### src/rtl/mode_clock_gen.sv
// Switch-selected divided clock with a run-time divisor table, debounced mode select
// and glitch-free mode changes applied only at half-period boundaries.
module mode_clock_gen #(
  parameter int SEL_W = 2,
  parameter int CNT_W = 10,
  parameter logic [(2**SEL_W)*CNT_W-1:0] DIV_TABLE =
    {CNT_W'(100), CNT_W'(250), CNT_W'(500), CNT_W'(0)},
  parameter int DEBOUNCE = 4
) (
  input  logic             SCLK,
  input  logic             RST,
  input  logic [SEL_W-1:0] SW,
  output logic             mode_clock,
  output logic             rise_tick,
  output logic [SEL_W-1:0] mode,
  output logic             pending
);

  localparam int STAB_W = $clog2(DEBOUNCE + 1);

  typedef enum logic [1:0] {
    IDLE = 2'd0,
    RUN  = 2'd1,
    PEND = 2'd2
  } state_e;

  function automatic logic [CNT_W-1:0] div_of(input logic [SEL_W-1:0] m);
    return DIV_TABLE[int'(m)*CNT_W +: CNT_W];
  endfunction

  logic [SEL_W-1:0]  s1_q, sw_s_q;
  logic [SEL_W-1:0]  cand_q, cand_d;
  logic [STAB_W-1:0] stab_q, stab_d;
  state_e            state_q, state_d;
  logic [CNT_W-1:0]  cnt_q, cnt_d;
  logic [SEL_W-1:0]  mode_q, mode_d;
  logic [SEL_W-1:0]  target_q, target_d;
  logic              mc_q, mc_d;
  logic              rise_q, rise_d;
  logic              pending_q, pending_d;

  logic              accept;
  logic              boundary;
  logic [SEL_W-1:0]  req;

  // Debouncer: a select is accepted only after DEBOUNCE stable samples.
  always_comb begin
    // NOTE: every signal driven here gets a default first, so no path leaves
    // it unassigned and no latch is inferred.
    cand_d = cand_q;
    stab_d = stab_q;
    if (sw_s_q != cand_q) begin
      cand_d = sw_s_q;
      stab_d = '0;
    end else if (stab_q != STAB_W'(DEBOUNCE)) begin
      stab_d = stab_q + STAB_W'(1);
    end
  end

  assign accept   = (stab_q == STAB_W'(DEBOUNCE));
  assign boundary = (cnt_q == div_of(mode_q) - CNT_W'(1));
  // Latest accepted select wins over a stored target.
  assign req      = accept ? cand_q : target_q;

  always_comb begin
    state_d  = state_q;
    cnt_d    = cnt_q;
    mode_d   = mode_q;
    target_d = target_q;
    mc_d     = mc_q;

    unique case (state_q)
      IDLE: begin
        mc_d  = 1'b0;
        cnt_d = '0;
        if (accept) begin
          mode_d = cand_q;
          if (div_of(cand_q) != '0) state_d = RUN;
        end
      end

      RUN, PEND: begin
        if (boundary) begin
          cnt_d = '0;
          mc_d  = ~mc_q;
        end else begin
          cnt_d = cnt_q + CNT_W'(1);
        end

        if (state_q == RUN) begin
          if (accept && (cand_q != mode_q)) begin
            target_d = cand_q;
            state_d  = PEND;
          end
        end else begin
          target_d = req;
          if (req == mode_q) begin
            state_d = RUN;
          end else if (boundary) begin
            if (div_of(req) != '0) begin
              mode_d  = req;
              state_d = RUN;
            end else if (mc_q) begin
              // A stop mode is entered only on the falling toggle.
              mode_d  = req;
              state_d = IDLE;
            end
          end
        end
      end

      default: begin
        state_d = IDLE;
        cnt_d   = '0;
        mc_d    = 1'b0;
      end
    endcase

    rise_d    = mc_d & ~mc_q;
    pending_d = (state_d == PEND);
  end

  always_ff @(posedge SCLK) begin
    // NOTE: state registers use non-blocking assignments so every flop samples
    // the pre-edge values, independent of statement order.
    if (RST) begin
      s1_q      <= '0;
      sw_s_q    <= '0;
      cand_q    <= '0;
      stab_q    <= '0;
      state_q   <= IDLE;
      cnt_q     <= '0;
      mode_q    <= '0;
      target_q  <= '0;
      mc_q      <= 1'b0;
      rise_q    <= 1'b0;
      pending_q <= 1'b0;
    end else begin
      s1_q      <= SW;
      sw_s_q    <= s1_q;
      cand_q    <= cand_d;
      stab_q    <= stab_d;
      state_q   <= state_d;
      cnt_q     <= cnt_d;
      mode_q    <= mode_d;
      target_q  <= target_d;
      mc_q      <= mc_d;
      rise_q    <= rise_d;
      pending_q <= pending_d;
    end
  end

  assign mode_clock = mc_q;
  assign rise_tick  = rise_q;
  assign mode       = mode_q;
  assign pending    = pending_q;

endmodule

### config.mk
export PLATFORM = sky130hd
export DESIGN_NAME = mode_clock_gen
export DESIGN_NICKNAME = d
export VERILOG_FILES = /design/src/rtl/mode_clock_gen.sv
export SDC_FILE = /design/constraint.sdc
export NUM_CORES = 1
export LEC_CHECK = 0
export CAP_MARGIN = 25
export CORE_ASPECT_RATIO = 1.4
export CORE_MARGIN = 3
export CORE_UTILIZATION = 50
export CTS_BUF_LIST = sky130_fd_sc_hd__clkbuf_8
export CTS_CLUSTER_DIAMETER = 120
export CTS_CLUSTER_SIZE = 25
export DETAILED_ROUTE_END_ITERATION = 10
export PLACE_DENSITY = 0.72
export SETUP_SLACK_MARGIN = 0.02
export SYNTH_ARGS = -nofsm -noshare
export SYNTH_HDL_FRONTEND = slang
export SYNTH_SLANG_ARGS = --single-unit
export TNS_END_PERCENT = 20
### constraint.sdc
create_clock -name SCLK -period 1.89 [get_ports SCLK]
set_input_delay 0.4725 -clock SCLK [delete_from_list [all_inputs] [get_ports SCLK]]
set_output_delay 0.4725 -clock SCLK [all_outputs]
set_load 0.005 [all_outputs]
### Word level (Yosys, flattened, before mapping)

Index checks and enable logic that the tools add are counted.

| word-level totals | value |
|---|---|
| bits in registers | 28 |
| output and inout bits | 5 |
| bits of input ports | 4 |

| cells by class | value |
|---|---|
| multipliers | 3 |
| reductions and logical operators | 10 |
| $add $sub $neg | 3 |
| shift operators | 3 |
| bitwise logic cells | 3 |
| multiplexer cells | 21 |
| eq/ne operators | 15 |

Operator list:

| operator | number |
|---|---|
| 40-bit by 7-bit indexed part select with 10-bit output (first input constant) | 3 |
| 2-bit 2-to-1 mux | 17 |
| 10-bit nonzero test | 2 |
| 2-bit by 3-bit multiplier with 5-bit output (second input constant) | 3 |
| 10-bit by 1-bit adder with 10-bit output (second input constant) | 1 |
| 10-bit equality test | 1 |
| 10-bit by 1-bit subtractor with 10-bit output (second input constant) | 1 |
| 2-bit != test (second input constant) | 4 |
| 2-bit case mux with 2 select lines | 2 |
| 3-bit != test (second input constant) | 2 |
| 6-bit AND reduction | 1 |
| 2-bit equality test (second input constant) | 2 |
| 2-bit != test | 2 |
| 2-bit OR reduction | 2 |
| 3-bit by 1-bit adder with 3-bit output (second input constant) | 1 |
| 3-bit equality test (second input constant) | 1 |
| 3-bit OR reduction | 1 |
| 2-bit by 1-bit equality test with 1-bit output (second input constant) | 1 |
| 2-bit equality test | 1 |
| 2-bit logical NOT | 1 |
| 1-bit 2-to-1 mux | 2 |
| 2-bit by 1-bit != test with 1-bit output (second input constant) | 1 |
| 1-bit NOT | 2 |
| 2-bit AND reduction | 1 |
| 3 further kinds | 3 |

### Depth between registers and ports, before layout

Gate-level depths: netlist of the first run.

| depth | value |
|---|---|
| depth after elaboration | 11 |
| depth in mapped cells | 8 |

### Worst setup path before layout of the first run

Ideal clock, no wire load.

| timing | value |
|---|---|
| path kind | register to register |
| from | register stab_q[0] |
| to | register mode_q[0], in the netlist mode[0] |
| path slack | -53 ps |
| data arrival time | 1871 ps |
| library setup time | 72 ps |
| cell stages (with the launch flop) | 9 |
| path through | dfxtp_1 inv_1 ha_1 and3_1 o21a_2 o22ai_1 nand4_1 a221oi_2 mux2i_1 |

| between the ends | value |
|---|---|
| word-level cells in the longest chain between the ends | 10 |

RTL lines:

| what | RTL line | text |
|---|---|---|
| from (decl) | 33 | `logic [STAB_W-1:0] stab_q, stab_d;` |
| from (signal assigned) | 142 | `stab_q <= stab_d;` |
| 3-bit equality test * | 60 | `assign accept = (stab_q == STAB_W'(DEBOUNCE));` |
| 2-bit 2-to-1 mux | 63 | `assign req = accept ? cand_q : target_q;` |
| 2-bit by 3-bit multiplier with 5-bit output | 28 | `return DIV_TABLE[int'(m)*CNT_W +: CNT_W];` |
| 40-bit by 7-bit indexed part select with 10-bit output | 28 |  |
| 10-bit nonzero test | 100 | `if (div_of(req) != '0) begin` |
| 2-bit 2-to-1 mux | 100 |  |
| 2-bit 2-to-1 mux | 99 | `end else if (boundary) begin` |
| 2-bit 2-to-1 mux | 97 | `if (req == mode_q) begin` |
| 2-bit 2-to-1 mux | 90 | `if (state_q == RUN) begin` |
| 2-bit case mux with 2 select lines | 72 | `unique case (state_q)` |
| to (signal assigned) | 145 | `mode_q <= mode_d;` |
| to (decl) | 36 | `logic [SEL_W-1:0] mode_q, mode_d;` |

Mark *: on every way between the ends. The rest lies on a longest branch, timed or not. The select of a mux whose other input is x is not followed.
A chain may end at the register's enable or synchronous reset.

### Worst setup path after layout of the first run

| timing | value |
|---|---|
| from | register mode_q[0], in the netlist mode[0] |
| to | register mode_q[1], in the netlist mode[1] |

| between the ends | value |
|---|---|
| word-level cells in the longest chain between the ends | 6 |

RTL lines:

| what | RTL line | text |
|---|---|---|
| 2-bit by 3-bit multiplier with 5-bit output | 28 |  |
| 40-bit by 7-bit indexed part select with 10-bit output | 28 |  |
| 10-bit by 1-bit subtractor with 10-bit output | 61 | `assign boundary = (cnt_q == div_of(mode_q) - CNT_W'(1));` |
| 10-bit equality test | 61 |  |
| 2-bit != test (no line) | n/a |  |
| 6-bit AND reduction (no line) * | n/a |  |

Mark *: on every way between the ends. The rest lies on a longest branch, timed or not.

==> results of run 1 <==
==> layout make-up <==
class	instances	area, µm²
Clock buffer	4	55.1
Fill cell	231	902
Inverter	5	18.8
Multi-Input combinational cell	126	893
Sequential cell	28	573
Tap cell	36	45.0
Timing Repair Buffer	29	238
==> cells by family (layout without fill, tap and decap cells) <==
family | after synthesis | after routing
buffers and inverters | 10 | 38
AO/OA/AOI/OAI | 21 | 21
XOR/XNOR | 16 | 16
flip-flops | 28 | 28
AND/OR/NAND/NOR | 77 | 77
adder cells (fa/ha/maj) | 7 | 7
multiplexers | 5 | 5
==> state kept, by name, summed over array words and instances (netlist names), 2 cells and up <==
register	cells
cnt_q	10
stab_q	3
cand_q	2
mode	2
s1_q	2
state_q	2
sw_s_q	2
target_q	2
==> routing by layer <==
| layer | up-vias | global-route usage | routed length [µm] |
|---|---|---|---|
| li1 | 612 | - | - |
| met2 | 15 | 0.337 | 1730 |
| met1 | 568 | 0.205 | 1210 |
| met5 | - | 0 | 0 |
| met3 | 13 | 0.0533 | 74 |
| met4 | 0 | 0.102 | 104 |
==> how the worst min path moves through the flow <==
stage,start,endpoint
after floorplan,s1_q[0],sw_s_q[0]
after global placement,s1_q[0],sw_s_q[0]
after detailed placement,s1_q[0],sw_s_q[0]
after CTS,s1_q[0],sw_s_q[0]
after global routing,s1_q[0],sw_s_q[0]
final,s1_q[0],sw_s_q[0]
==> report_power, final <==
part	leakage, µW	internal, µW	switching [µW]
clock	0.0000288	187	189
sequential	0.000231	603	10.3
combinational	0.000464	75.6	69.6
==> Yosys cell counts (3+ instances only) <==
cell type  count
nor3_1         3
a21oi_1        5
nand3_1        4
nand2_1       11
and2_1         3
xnor2_1        7
nor2_1        27
ha_1           7
inv_1          5
xor2_1         9
and3_1         4
nor2b_1        6
dfxtp_1       28
mux2i_1        5
or2b_2         3
==> timing repair <==
| item | 4_1_cts | 5_1_grt |
|---|---|---|
| setup endpoints to repair | 3 | 14 |
| hold buffers | 0 | 0 |
| pin swaps | 5 | 7 |
| buffers inserted | 1 | 1 |
| gates resized for setup | 9 | 10 |
==> per-stage QoR <==
| step | TNS, ns | hold slack, ns | instances | util |
|---|---|---|---|---|
| final | 0 | 0.449 | 228 | 0.669 |
| after global placement | 0 | 0.421 | 222 | 0.628 |
| after global routing | -0.175 | 0.471 | 228 | 0.669 |
| after detailed placement | -0.143 | 0.431 | 222 | 0.628 |
| after CTS | -0.0143 | 0.453 | 227 | 0.660 |
| after floorplan | 0 | 0.414 | 164 | - |
==> worst max-delay path, delay by kind of cell, from the launching register on <==
family	cells	cell delay, ns
AOI/OAI and AO/OA	2	0.65
muxes	2	0.42
DFF	1	0.36
buffers and inverters	1	0.16
and+or+nand+nor	2	0.20
==> reports/qor.yml, run 1 <==
cp_data_required_time_ns: 2.09
finalInstanceArea_mm2: 0.00182
timing.final.crit_share: 0.992
avgSynthCellArea_um2: 9.02
synth.top_cell.area_share: 0.379
antenna_cells: 0
slew_violations: 0
vdd_drop_max_v: 0.000423
synth_top_family_by_area: "simple AND/OR/NAND/NOR gates"
postSynthNetCount: 175
yosys.area_share.adder: 0.0592
cp_slowest_cell: "dfxtp_2"
numCtsBuffers: 3
yosysTopAreaCell: "dfxtp_1"
r2r_end: "mode[1]"
postPlaceCellArea_mm2: 0.00171
grt_pass1_vias: 1260
synth_edf_count: 0
routed_wl_um: 3120
crit_path_end_kind: "flop"
drc: 0
crit_start: "mode[0]"
hold_path.class: "reg -> reg"
r2r.worst_path.cells: 7
avgRoutedWirePerCell_um: 13.7
power_uw: 1130
hpwl_um: 2350
leakage_uw: 0.000724
synth-seq-cells: 28
row_count: 22
path_cells: "buf_4 -> nor2_2 -> mux2i_2 -> a2111oi_4 -> nand4_1 -> a221oi_2 -> mux2i_1"
final_common_cell: "nor2_1"
async_flop_share: 0
critical_path.endpoint: "mode[1]"
grt-ovfl-total: 0
timing.final.crit_period_ns: 1.87
synth.distinct_cells: 44
skew_ns: 0.00511
postSynthCellCount: 164
grt_max_degree: 16
cts.reportedPaths.clkPinSlew_ns: 0.09
area_delta_synth_final_pct: 23.3
num_io_pins: 9
relSlewSlack: 0.799
startpoint_type: "flop"
place_congestion: 0.888
worstPathArrival_ns: 2.07
rrSetupSlack_ns: 0.02
drtIter0Drc: 13
cts_root_buf: "clkbuf_8"
synth_compound_area_frac: 0.118
yosysSeqAreaShare: 0.379
vias_per_cell: 5.30
finalHoldViolCount: 0
cts.sinks: 28
place_ws_ns: -0.0748
cp_max_fo: 6
die_h_um: 70.4
hold_path_depth: 1
core-area_mm2: 0.00273
outcome: "finished, final reports clean"
io_buffers: 8
r2r_start: "mode[0]"
mostFrequentLayoutCells: "nor2_1 (26), buf_4 (21), dfxtp_1 (20), nand2_1 (11), xor2_1 (9)"
antenna_found_initial: 0
dieArea_mm2: 0.00366
max_freq_mhz: 533
cts.htree.levels: 1
cap_violations: 0
setup_violations: 0
grt_usage: 0.195
clock_path_buffers: 2
setup_ws_ns: 0.0151
yosys.area_share.simple: 0.277
drt_pass1_iterations: 4
num_vias: 1208
clkLatencyLatePin_ns: 0.28
synth-xor-area-share: 0.0948
start_util: 0.543
syn-cell-area_mm2: 0.00148
grt_pass1_wl_um: 5420
cts_tree: "done"
rsz0062_at_grt: "yes"
final_nets: 204
ys_warn_count: 0
tightest_slew_ns: 0.302
cpPeakStageDelay_ns: 0.36
path_class: "reg -> reg"
synth-main-ff-cell: "dfxtp_1"
layout-drive-gt1-share: 0.276
die_width_um: 52.0
synthMuxAreaShare: 0.0338
yosys-top-cells-area: "dfxtp_1 (38%), nor2_1 (6.9%), ha_1 (5.9%), xor2_1 (5.3%), xnor2_1 (4.1%)"
antenna_left: 0
powerDensity_mw_per_mm2: 622
Note: power is estimated with default switching activity, not from simulation.
==> run 2: changes to the inputs <==
--- a/config.mk
+++ b/config.mk
@@ -7,14 +7,15 @@
 export LEC_CHECK = 0
 export CAP_MARGIN = 25
 export CORE_ASPECT_RATIO = 1.4
-export CORE_MARGIN = 3
+export CORE_MARGIN = 1
 export CORE_UTILIZATION = 50
 export CTS_BUF_LIST = sky130_fd_sc_hd__clkbuf_8
 export CTS_CLUSTER_DIAMETER = 120
 export CTS_CLUSTER_SIZE = 25
 export DETAILED_ROUTE_END_ITERATION = 10
-export PLACE_DENSITY = 0.72
+export PLACE_DENSITY = 0.69
 export SETUP_SLACK_MARGIN = 0.02
+export SKIP_CTS_REPAIR_TIMING = 1
 export SYNTH_ARGS = -nofsm -noshare
 export SYNTH_HDL_FRONTEND = slang
 export SYNTH_SLANG_ARGS = --single-unit
==> constraint.sdc (replaced) <==
create_clock -name SCLK -period 2.2 [get_ports SCLK]
set_input_delay 0.55 -clock SCLK [delete_from_list [all_inputs] [get_ports SCLK]]
set_output_delay 0.55 -clock SCLK [all_outputs]
set_load 0.005 [all_outputs]
==> reports/qor.yml, run 2 (synthesis results as in run 1) <==
setup_violations: 0  # unchanged
leakage_uw: 0.000627  # -13%
avgRoutedWirePerCell_um: 13.0  # -5.1%
cp_max_fo: 8  # +2
start_util: 0.519  # -0.0236
finalInstanceArea_mm2: 0.00165  # -9.3%
vdd_drop_max_v: 0.000410  # -2.9%
grt_usage: 0.202  # +0.00782
cp_slowest_cell: "dfxtp_1"
clock_path_buffers: 2  # unchanged
drt_pass1_iterations: 4  # unchanged
place_ws_ns: 0.0745  # +0.149 ns
fin_setup_tns_ns: 0  # unchanged
nFillCells: 258  # +12%
dieArea_mm2: 0.00318  # -13%
row_count: 23  # +4.5%
num_vias: 1117  # -7.5%
worstPathArrival_ns: 2.23  # +0.16 ns
top_regs: "cnt_q: 10 flops, stab_q: 3 flops"
die_h_um: 66.4  # -5.7%
slew_violations: 0  # unchanged
antenna_left: 0  # unchanged
hpwl_um: 2090  # -11%
numCtsBuffers: 3  # unchanged
outcome: "finished, final reports clean"
layout-drive-gt1-share: 0.121  # -0.155
grt-ovfl-total: 0  # unchanged
fin_hold_ws_ns: 0.459  # +0.00936 ns
cts.sinks: 28  # unchanged
final_common_cell: "dfxtp_1"
drc: 0  # unchanged
largest_reg_flops: 10  # unchanged
cp_data_required_time_ns: 2.40  # +0.31 ns
startpoint_type: "flop"
setup_ws_ns: 0.171  # +0.156 ns
cts.reportedPaths.clkPinSlew_ns: 0.09  # about the same
relSlewSlack: 0.656  # -0.143
io_buffers: 8  # unchanged
max_freq_mhz: 493  # -7.6%
hold_path.class: "reg -> reg"
powerDensity_mw_per_mm2: 568  # -8.6%
antenna_found_initial: 0  # unchanged
cts.htree.levels: 1  # unchanged
layout.cells.non_filler: 211  # -7.5%
skew_ns: 0.00219  # -0.00292 ns
grt_max_degree: 16  # unchanged
core-area_mm2: 0.00285  # +4.5%
clkLatencyLatePin_ns: 0.27  # about the same
timing.final.crit_share: 0.922  # -0.0697
crit_path_end_kind: "flop"
path_class: "reg -> reg"
path_cells: "inv_1 -> ha_2 -> and3_1 -> o21a_2 -> o22ai_2 -> nand4_1 -> a221oi_2 -> mux2i_1"
die_width_um: 48.0  # -7.7%
mostFrequentLayoutCells: "dfxtp_1 (28), nor2_1 (27), nand2_1 (11), xor2_1 (9), clkdlybuf4s50_1 (8)"
finalHoldViolCount: 0  # unchanged
cpPeakStageDelay_ns: 0.35  # about the same
grt_pass1_vias: 1077  # -15%
num_io_pins: 9  # unchanged
tightest_slew_ns: 0.513  # +0.212 ns
cap_violations: 0  # unchanged
place_congestion: 0.811  # -8.6%
vias_per_cell: 5.29  # about the same
cts_root_buf: "clkbuf_8"
postPlaceCellArea_mm2: 0.00159  # -7.1%
area_delta_synth_final_pct: 11.8
dp.cells: 207  # -6.8%
final_nets: 186  # -8.8%
cts_tree: "done"
drtIter0Drc: 22  # +9
rsz0062_at_grt: "no"
timing.final.crit_period_ns: 2.03  # +0.154 ns
regMostFlops: "cnt_q"
antenna_cells: 0  # unchanged
routed_wl_um: 2740  # -12%
grt_pass1_wl_um: 4470  # -18%
## run 2: changes by cell type in the layout (fill, tap and decap cells not counted), moves of 2 or more
cell,previous run,this run
dfxtp_1,20,28
dfxtp_2,7,0
buf_4,21,3
inv_1,3,5
inv_2,2,0
## run 2: routing by layer
layer / vias up / GRT usage / part of all wire
met3: 10 / 0.0328 / 0.0091
met4: 0 / 0.128 / 0.039
met5: - / 0 / 0
met2: 9 / 0.353 / 0.54
li1: 575 / - / -
met1: 523 / 0.208 / 0.41
## run 2: path summary, 6_finish.rpt
| check | from | to | slack (ns) | cells past startpoint |
|---|---|---|---|---|
| worst max-delay path | stab_q[0] | mode[0] | 0.17 | 8 |
| worst min-delay path | s1_q[0] | sw_s_q[0] | 0.46 | 1 |
| worst max register to register | stab_q[0] | mode[0] | 0.17 | 8 |
| worst min register to register | s1_q[0] | sw_s_q[0] | 0.46 | 1 |
## run 2: critical path, delay by kind of cell, from the launching register on
family                     cells  cell delay, ns
and+or+nand+nor                2            0.34
buffers and inverters          1            0.07
AOI/OAI and AO/OA              3            0.73
muxes                          1            0.24
DFF                            1            0.35
adders and majority gates      1            0.23
## run 2: stage by stage
step	total power (µW)	utilization
final	939	0.580
after detailed placement	632	0.558
after global placement	627	0.558
after global routing	976	0.580
after CTS	947	0.577
after floorplan	608	-
## run 2: power by group
part / internal, µW / leakage [µW] / switching, µW
combinational: 43.1 / 0.000372 / 50.2
sequential: 518 / 0.000227 / 10.5
clock: 160 / 0.0000288 / 157
## run 2: final cells by class
| type | instances | area (µm²) | area share |
|---|---|---|---|
| clock buffer | 4 | 55.1 | 0.0333 |
| inverter | 5 | 18.8 | 0.0114 |
| multi-input combinational | 126 | 870 | 0.526 |
| sequential | 28 | 561 | 0.339 |
| tap | 37 | 46.3 | 0.0280 |
| timing repair buffer | 11 | 103 | 0.0621 |
